**src/rtl/desc_fifo_reader.sv**
```systemverilog
// -----------------------------------------------------------------------------
// desc_fifo_reader
//   Consumer on the read port of a show-ahead descriptor FIFO. Pops descriptors,
//   drops those carrying the discard flag (MSB), and forwards the rest through a
//   2-entry output buffer onto a valid/ready interface. Keeps wrap-around counts
//   of forwarded (accepted downstream) and dropped descriptors.
//
// Ports
//   clk           : single clock
//   aclr          : synchronous active-high reset
//   i_enable      : 1 = pops allowed, 0 = pause popping (buffer still drains)
//   fifo_q        : FIFO show-ahead head word (valid while fifo_rdempty = 0)
//   fifo_rdempty  : FIFO empty flag
//   fifo_rdreq    : FIFO pop (combinational from registered state + FIFO flags)
//   o_data        : head entry of the output buffer
//   o_valid       : o_data valid (buffer non-empty)
//   i_ready       : downstream accepts o_data
//   o_fwd_cnt     : descriptors accepted downstream (wraps)
//   o_drop_cnt    : descriptors discarded (wraps)
//   o_busy        : buffer non-empty or FIFO non-empty
// -----------------------------------------------------------------------------
module desc_fifo_reader #(
  parameter int unsigned DataWidth = 22,
  parameter int unsigned CntWidth  = 16
) (
  input  logic                 clk,
  input  logic                 aclr,
  input  logic                 i_enable,
  input  logic [DataWidth-1:0] fifo_q,
  input  logic                 fifo_rdempty,
  output logic                 fifo_rdreq,
  output logic [DataWidth-1:0] o_data,
  output logic                 o_valid,
  input  logic                 i_ready,
  output logic [CntWidth-1:0]  o_fwd_cnt,
  output logic [CntWidth-1:0]  o_drop_cnt,
  output logic                 o_busy
);

  localparam int unsigned FlagBit = DataWidth - 1;

  // Output buffer: head is always the presented word, tail is the second entry.
  logic [DataWidth-1:0] r_head;
  logic [DataWidth-1:0] r_tail;
  logic [1:0]           r_count;
  logic [CntWidth-1:0]  r_fwd_cnt;
  logic [CntWidth-1:0]  r_drop_cnt;

  logic w_valid;
  logic w_discard;
  logic w_pop;
  logic w_pop_fwd;
  logic w_pop_drop;
  logic w_xfer;

  assign w_valid   = (r_count != 2'd0);
  assign w_discard = fifo_q[FlagBit];

  // Discards never occupy the buffer, so they may be popped even when it is full.
  assign w_pop      = !aclr && i_enable && !fifo_rdempty &&
                      (w_discard || (r_count < 2'd2));
  assign w_pop_fwd  = w_pop && !w_discard;
  assign w_pop_drop = w_pop && w_discard;
  assign w_xfer     = w_valid && i_ready;

  // Buffer occupancy, contents and statistics.
  always_ff @(posedge clk) begin
    if (aclr) begin
      r_head     <= '0;
      r_tail     <= '0;
      r_count    <= 2'd0;
      r_fwd_cnt  <= '0;
      r_drop_cnt <= '0;
    end else begin
      case ({w_pop_fwd, w_xfer})
        2'b10: begin
          if (r_count == 2'd0) begin
            r_head  <= fifo_q;
            r_count <= 2'd1;
          end else begin
            r_tail  <= fifo_q;
            r_count <= 2'd2;
          end
        end
        2'b01: begin
          if (r_count == 2'd2) begin
            r_head <= r_tail;
          end
          r_count <= r_count - 2'd1;
        end
        // Simultaneous pop and transfer only possible at count = 1:
        // the new word replaces the departing head, occupancy unchanged.
        2'b11: begin
          r_head <= fifo_q;
        end
        default: begin
        end
      endcase

      if (w_xfer) begin
        r_fwd_cnt <= r_fwd_cnt + CntWidth'(1);
      end
      if (w_pop_drop) begin
        r_drop_cnt <= r_drop_cnt + CntWidth'(1);
      end
    end
  end

  assign fifo_rdreq = w_pop;
  assign o_data     = r_head;
  assign o_valid    = w_valid;
  assign o_fwd_cnt  = r_fwd_cnt;
  assign o_drop_cnt = r_drop_cnt;
  assign o_busy     = w_valid || !fifo_rdempty;

endmodule

```
**config.mk**
```make
export PLATFORM = sky130hd
export DESIGN_NAME = desc_fifo_reader
export DESIGN_NICKNAME = d
export VERILOG_FILES = /design/src/rtl/desc_fifo_reader.sv
export SDC_FILE = /design/constraint.sdc
export NUM_CORES = 1
export LEC_CHECK = 0
export ABC_CLOCK_PERIOD_IN_PS = 2800
export CORE_MARGIN = 2
export CORE_UTILIZATION = 23
export DETAILED_ROUTE_END_ITERATION = 6
export SYNTH_ARGS = -nofsm -noshare
export SYNTH_HDL_FRONTEND = slang
export SYNTH_SLANG_ARGS = --single-unit
```
**constraint.sdc**
```tcl
create_clock -name clk -period 2.8 [get_ports clk]
set_input_delay 0.56 -clock clk [delete_from_list [all_inputs] [get_ports clk]]
set_output_delay 0.56 -clock clk [all_outputs]
set_load 0.02 [all_outputs]
```
Word level (Yosys, flattened, before mapping)
Index checks and enable logic that the tools add are counted.
{"block": "word_totals", "regBits": 78, "inputBits": 27, "output_inout_bits": 57, "word_cells": 38}
{"block": "op_classes", "add_sub_neg": 3, "magnitude_cmp": 1, "eq_ne": 6, "mux": 5, "bitwise_logic": 1, "reduce_logical": 17}
{"cell": "one-hot mux 22 bit (3 select lines)", "n": 1}
{"cell": "2-to-1 mux 22 bit", "n": 2}
{"cell": "adder 16 x 1 -> 16 bit (second input constant)", "n": 2}
{"cell": "equality test 2 bit (second input constant)", "n": 3}
{"cell": "logical AND 1 bit", "n": 6}
{"cell": "!= test 2 bit (second input constant)", "n": 2}
{"cell": "one-hot mux 2 bit (2 select lines)", "n": 1}
{"cell": "nonzero test 2 bit", "n": 2}
{"cell": "zero test 1 bit", "n": 3}
{"cell": "AND reduction 3 bit", "n": 1}
{"cell": "nonzero test 3 bit", "n": 1}
{"cell": "equality test 2 x 1 -> 1 bit (second input constant)", "n": 1}
{"cell": "zero test 2 bit", "n": 1}
{"cell": "logical OR 1 bit", "n": 2}
{"cell": "< comparator 2 bit (second input constant)", "n": 1}
{"cell": "2-to-1 mux 2 bit", "n": 1}
{"cell": "AND reduction 2 bit", "n": 1}
{"cell": "subtractor 2 x 1 -> 2 bit (second input constant)", "n": 1}
{"cell": "inverter 1 bit", "n": 1}

Depth between registers and ports, before layout
{"block": "logic_depth", "ltp_word": 8, "mapped_depth": 12, "ltp_nobuf": 9}

Worst setup path after synthesis
OpenSTA, ideal clock, no wires.
{"block": "synth_timing", "path_type": "input -> register", "from": "in aclr", "to": "reg r_head[0], in the netlist o_data[0]", "t_arrival_ps": 2238, "required_time_ps": 2714, "path_slack_ps": 476, "path_stages": 10, "path_cell_list": "buf_2 -> nor4_1 -> inv_1 -> ha_1 -> buf_2 -> nor2b_1 -> nor3_4 -> buf_2 -> nor2_1 -> a211oi_1"}
{"block": "synth_between", "elab_chain_cells": 8}
{"item": "from (decl)", "line": "27", "text": "input logic aclr,"}
{"item": "zero test 1 bit", "line": "60", "text": "assign w_pop = !aclr && i_enable && !fifo_rdempty &&"}
{"item": "logical AND 1 bit (3 in series)", "line": "60"}
{"item": "logical AND 1 bit", "line": "62", "text": "assign w_pop_fwd = w_pop && !w_discard;"}
{"item": "equality test 2 x 1 -> 1 bit / equality test 2 bit (equally long branches)", "line": "75", "text": "case ({w_pop_fwd, w_xfer})"}
{"item": "!= test 2 bit (no source line) / nonzero test 3 bit (equally long branches)"}
{"item": "AND reduction 3 bit (no source line)"}
{"item": "to (signal assigned)", "line": "78", "text": "r_head <= fifo_q;"}
{"item": "to (signal assigned)", "line": "87", "text": "r_head <= r_tail;"}
{"item": "to (signal assigned)", "line": "94", "text": "r_head <= fifo_q;"}
{"item": "to (decl)", "line": "43", "text": "logic [DataWidth-1:0] r_head;"}
Parallel ways exist; a longest one is shown, timed or not.
A chain may end at the register's enable or synchronous reset.

Final worst setup path
{"block": "layout_timing", "from": "in fifo_q[21]", "to": "out fifo_rdreq"}
{"block": "layout_between", "elab_chain_cells": 2}
{"item": "from (decl)", "line": "29", "text": "input logic [DataWidth-1:0] fifo_q,"}
{"item": "logical OR 1 bit", "line": "61", "text": "(w_discard || (r_count < 2'd2));"}
{"item": "logical AND 1 bit", "line": "60"}
{"item": "to (decl)", "line": "31", "text": "output logic fifo_rdreq,"}
Every way passes these cells.

==> results.py <==
metrics = {
    "synthesis": {
        "synth-edff-count": 0,
        "synth-seq-cells": 78,
        "synth_top_area_share_pct": 46.4,
        "seq_area_frac_synth_pct": 46.4,
        "ys.flop_type": "dfxtp_1",
        "synth-xor-area-share_pct": 4.17,
        "ys_types": 31,
        "ys_warn_count": 0,
        "synth_compound_area_share_pct": 13.1,
        "synth_fa_ha_area_share_pct": 2.60,
        "muxShareOfSynthArea_pct": 7.74,
        "avgSynthCellArea_um2": 8.71,
        "yosysTopAreaCell": "dfxtp_1",
        "synthesis.area_um2": 3360,
        "syn_inst": 386,
        "synth-simple-area-share_pct": 22.0,
        "syn_nets": 420,
        "synth_top_family_by_area": "simple AND/OR/NAND/NOR gates",
        "synth_area_leaders": "dfxtp_1 (46%), mux2i_1 (7.7%), nand2_1 (6.1%), a21oi_1 (5.5%), a211oi_1 (4.9%)",
        "async_reset_ff_share_pct": 0,
    },
    "pwr": {
        "leakagePower_nw": 1.55,
        "p_seq_share_pct": 44.0,
        "peakVddDrop_mv": 0.272,
        "swShare_pct": 24.9,
        "switchingPower_w": 0.000667,
        "combPwrFrac_pct": 13.9,
        "p_int_w": 0.00202,
        "pwr-share-clk_pct": 42.2,
        "powerDensity_nw_per_um2": 574,
    },
    "timing": {
        "worst_pin_slew_ps": 842,
        "maxSlewViolCount": 0,
        "rsz0062_at_grt": "no",
        "fin_tns_setup_ps": 0,
        "maxSlewHeadroom_pct": 43.9,
        "maxClockFrequency_mhz": 376,
        "skew_ps": 6.30,
        "hold_violations": 0,
        "min_period_ps": 2660,
        "setup_viol": 0,
        "fin_crit_sh_pct": 95.1,
    },
    "clock_network": {
        "cts_root_buf": "clkbuf_16",
        "cts_setup_buffers": 0,
        "hold_buffers": 0,
        "clock_latency_ps": 330,
        "cts.path.max_buffers": 2,
        "h-tree-depth": 3,
        "clock_sinks": 78,
        "cts_tree": "done",
        "cts.clk_slew.worst_paths_ps": 60,
        "cts_buffers": 9,
        "cts-resized-gates": 0,
    },
    "placement": {
        "dpl.cell_count": 636,
        "gp_congestion": 0.705,
        "hpwl_mm": 5.78,
        "port_buffers": 83,
    },
    "detailed_routing": {
        "dr.pass1.iters": 4,
        "antenna_left": 0,
        "drcViolationCount": 0,
        "wire_per_inst_um": 12.8,
        "via_count": 2949,
        "drtIter0Drc": 121,
        "via_per_inst": 4.52,
        "drt_wl_total_mm": 8.35,
    },
    "worst_setup_path": {
        "crit_path_end_kind": "primary output",
        "critPathKind": "primary input to primary output",
        "critPathRequiredTime_ps": 2240,
        "crit_path_max_fanout": 5,
        "crit_arrival_ps": 2100,
        "timing.rr.start": "r_count[1]",
        "start_kind": "primary input",
        "crit_start": "fifo_q[21]",
    },
    "die": {
        "die_h_um": 125,
        "die_w_um": 125,
        "die_area_um2": 15600,
        "coreArea_um2": 14400,
        "io_pins": 84,
        "start_util_pct": 23.3,
        "fp-row-count": 44,
    },
    "global_routing": {
        "grt_use_total_pct": 11.2,
        "grt_pass1_vias": 2860,
        "grt_max_degree": 79,
        "antenna_found_initial": 0,
        "overflow": 0,
        "grt_pass1_wl_mm": 14.2,
    },
    "final_layout": {
        "nNetsFinal": 497,
        "final_cell_mix": "clkdlybuf4s50_1 (82), dfxtp_1 (78), nand2_1 (55)",
        "final_common_cell": "clkdlybuf4s50_1",
        "finalNonFillerCells": 652,
        "drive_gt1_share_pct": 5.98,
        "antenna_cells": 0,
        "area_growth_syn_to_layout_pct": 39.0,
    },
    "run_status": {
        "status": "finished clean",
    },
    "worst_hold_path": {
        "worstHoldStart": "r_tail[19]",
        "min_path_type": "flip-flop to flip-flop",
    },
    "flow_run": {
        "max-cap-violations": 0,
    },
}
==> worst paths after layout <==
| check | to | cells past startpoint | slack (ps) |
|---|---|---|---|
| worst max-delay path | fifo_rdreq | 5 | 140 |
| worst max register to register | o_data[16] | 10 | 560 |
| worst min-delay path | r_tail[19] | 2 | 450 |
| worst min register to register | r_tail[19] | 2 | 450 |
==> flip-flops by register name, indices dropped and copies added (netlist names) <==
signal	cells
o_data	22
r_count	2
o_fwd_cnt	16
o_drop_cnt	16
r_tail	22
==> cells in the mapped netlist, types with 2 or more instances <==
library cell,count
and4b_1,3
nor2_1,44
xor2_1,12
o31ai_1,4
ha_1,7
clkbuf_1,16
mux2i_1,26
dfxtp_1,78
buf_2,8
or3_1,10
o21ai_0,12
nor3_1,2
a211oi_1,22
inv_1,8
nand2_1,55
nand4_1,7
xnor2_1,4
nand3_1,9
and3_1,2
and4_1,3
nor2b_1,3
a21oi_1,37
or4_1,4
and2_1,2
nor4_1,2
==> metrics by stage <==
| stage | power (W) | setup WS, ps | hold slack, ps | utilization [%] | instance area (um^2) |
|---|---|---|---|---|---|
| finish | 0.00268 | 138 | 453 | 32.4 | 4680 |
| global route | 0.00282 | 59.2 | 478 | 32.4 | 4680 |
| CTS | 0.00274 | 110 | 455 | 32.4 | 4680 |
| detailed placement | 0.00158 | 53.8 | 447 | 30.5 | 4390 |
| global placement | 0.00157 | 119 | 441 | 30.5 | 4390 |
| floorplan | 0.00141 | 476 | 436 | - | 3360 |
==> layer usage <==
metal	global-route usage, %	vias to the layer above	share of wire [%]
li1	-	1497	-
met1	12.8	1379	43
met2	19.2	68	49
met3	4.81	5	6.9
met4	3.14	0	0.98
met5	0	-	0
==> worst max-delay path, stage by stage <==
cell             delay [ps]
clkdlybuf4s50_1         490
buf_4                   150
nor2_1                   40
nor3_1                  220
clkdlybuf4s50_1         650
==> final cells by class <==
cell class,instances,area (um^2)
Inverter,8,30.0
Sequential cell,78,1560
Clock inverter,5,50.0
Fill cell,1532,9750
Tap cell,184,230
Clock buffer,11,233
Multi-Input combinational cell,275,1670
Timing Repair Buffer,91,898
==> power groups by stage <==
stage	Sequential, W	Clock [W]	Combinational (W)
2_1_floorplan	0.00125	0	0.000163
3_3_place_gp	0.00120	0	0.000370
3_5_place_dp	0.00121	0	0.000377
4_1_cts	0.00118	0.00119	0.000378
5_1_grt	0.00119	0.00123	0.000404
6_report	0.00118	0.00113	0.000372
==> cell families (layout without fill, tap and decap cells) <==
| group | after synthesis | after routing |
|---|---|---|
| flip-flops | 78 | 78 |
| AO/OA/AOI/OAI | 75 | 75 |
| AND/OR/NAND/NOR | 151 | 151 |
| multiplexers | 26 | 26 |
| adder cells (fa/ha/maj) | 7 | 7 |
| XOR/XNOR | 16 | 16 |
| buffers and inverters | 33 | 115 |
(Power assumes the default switching activity.)
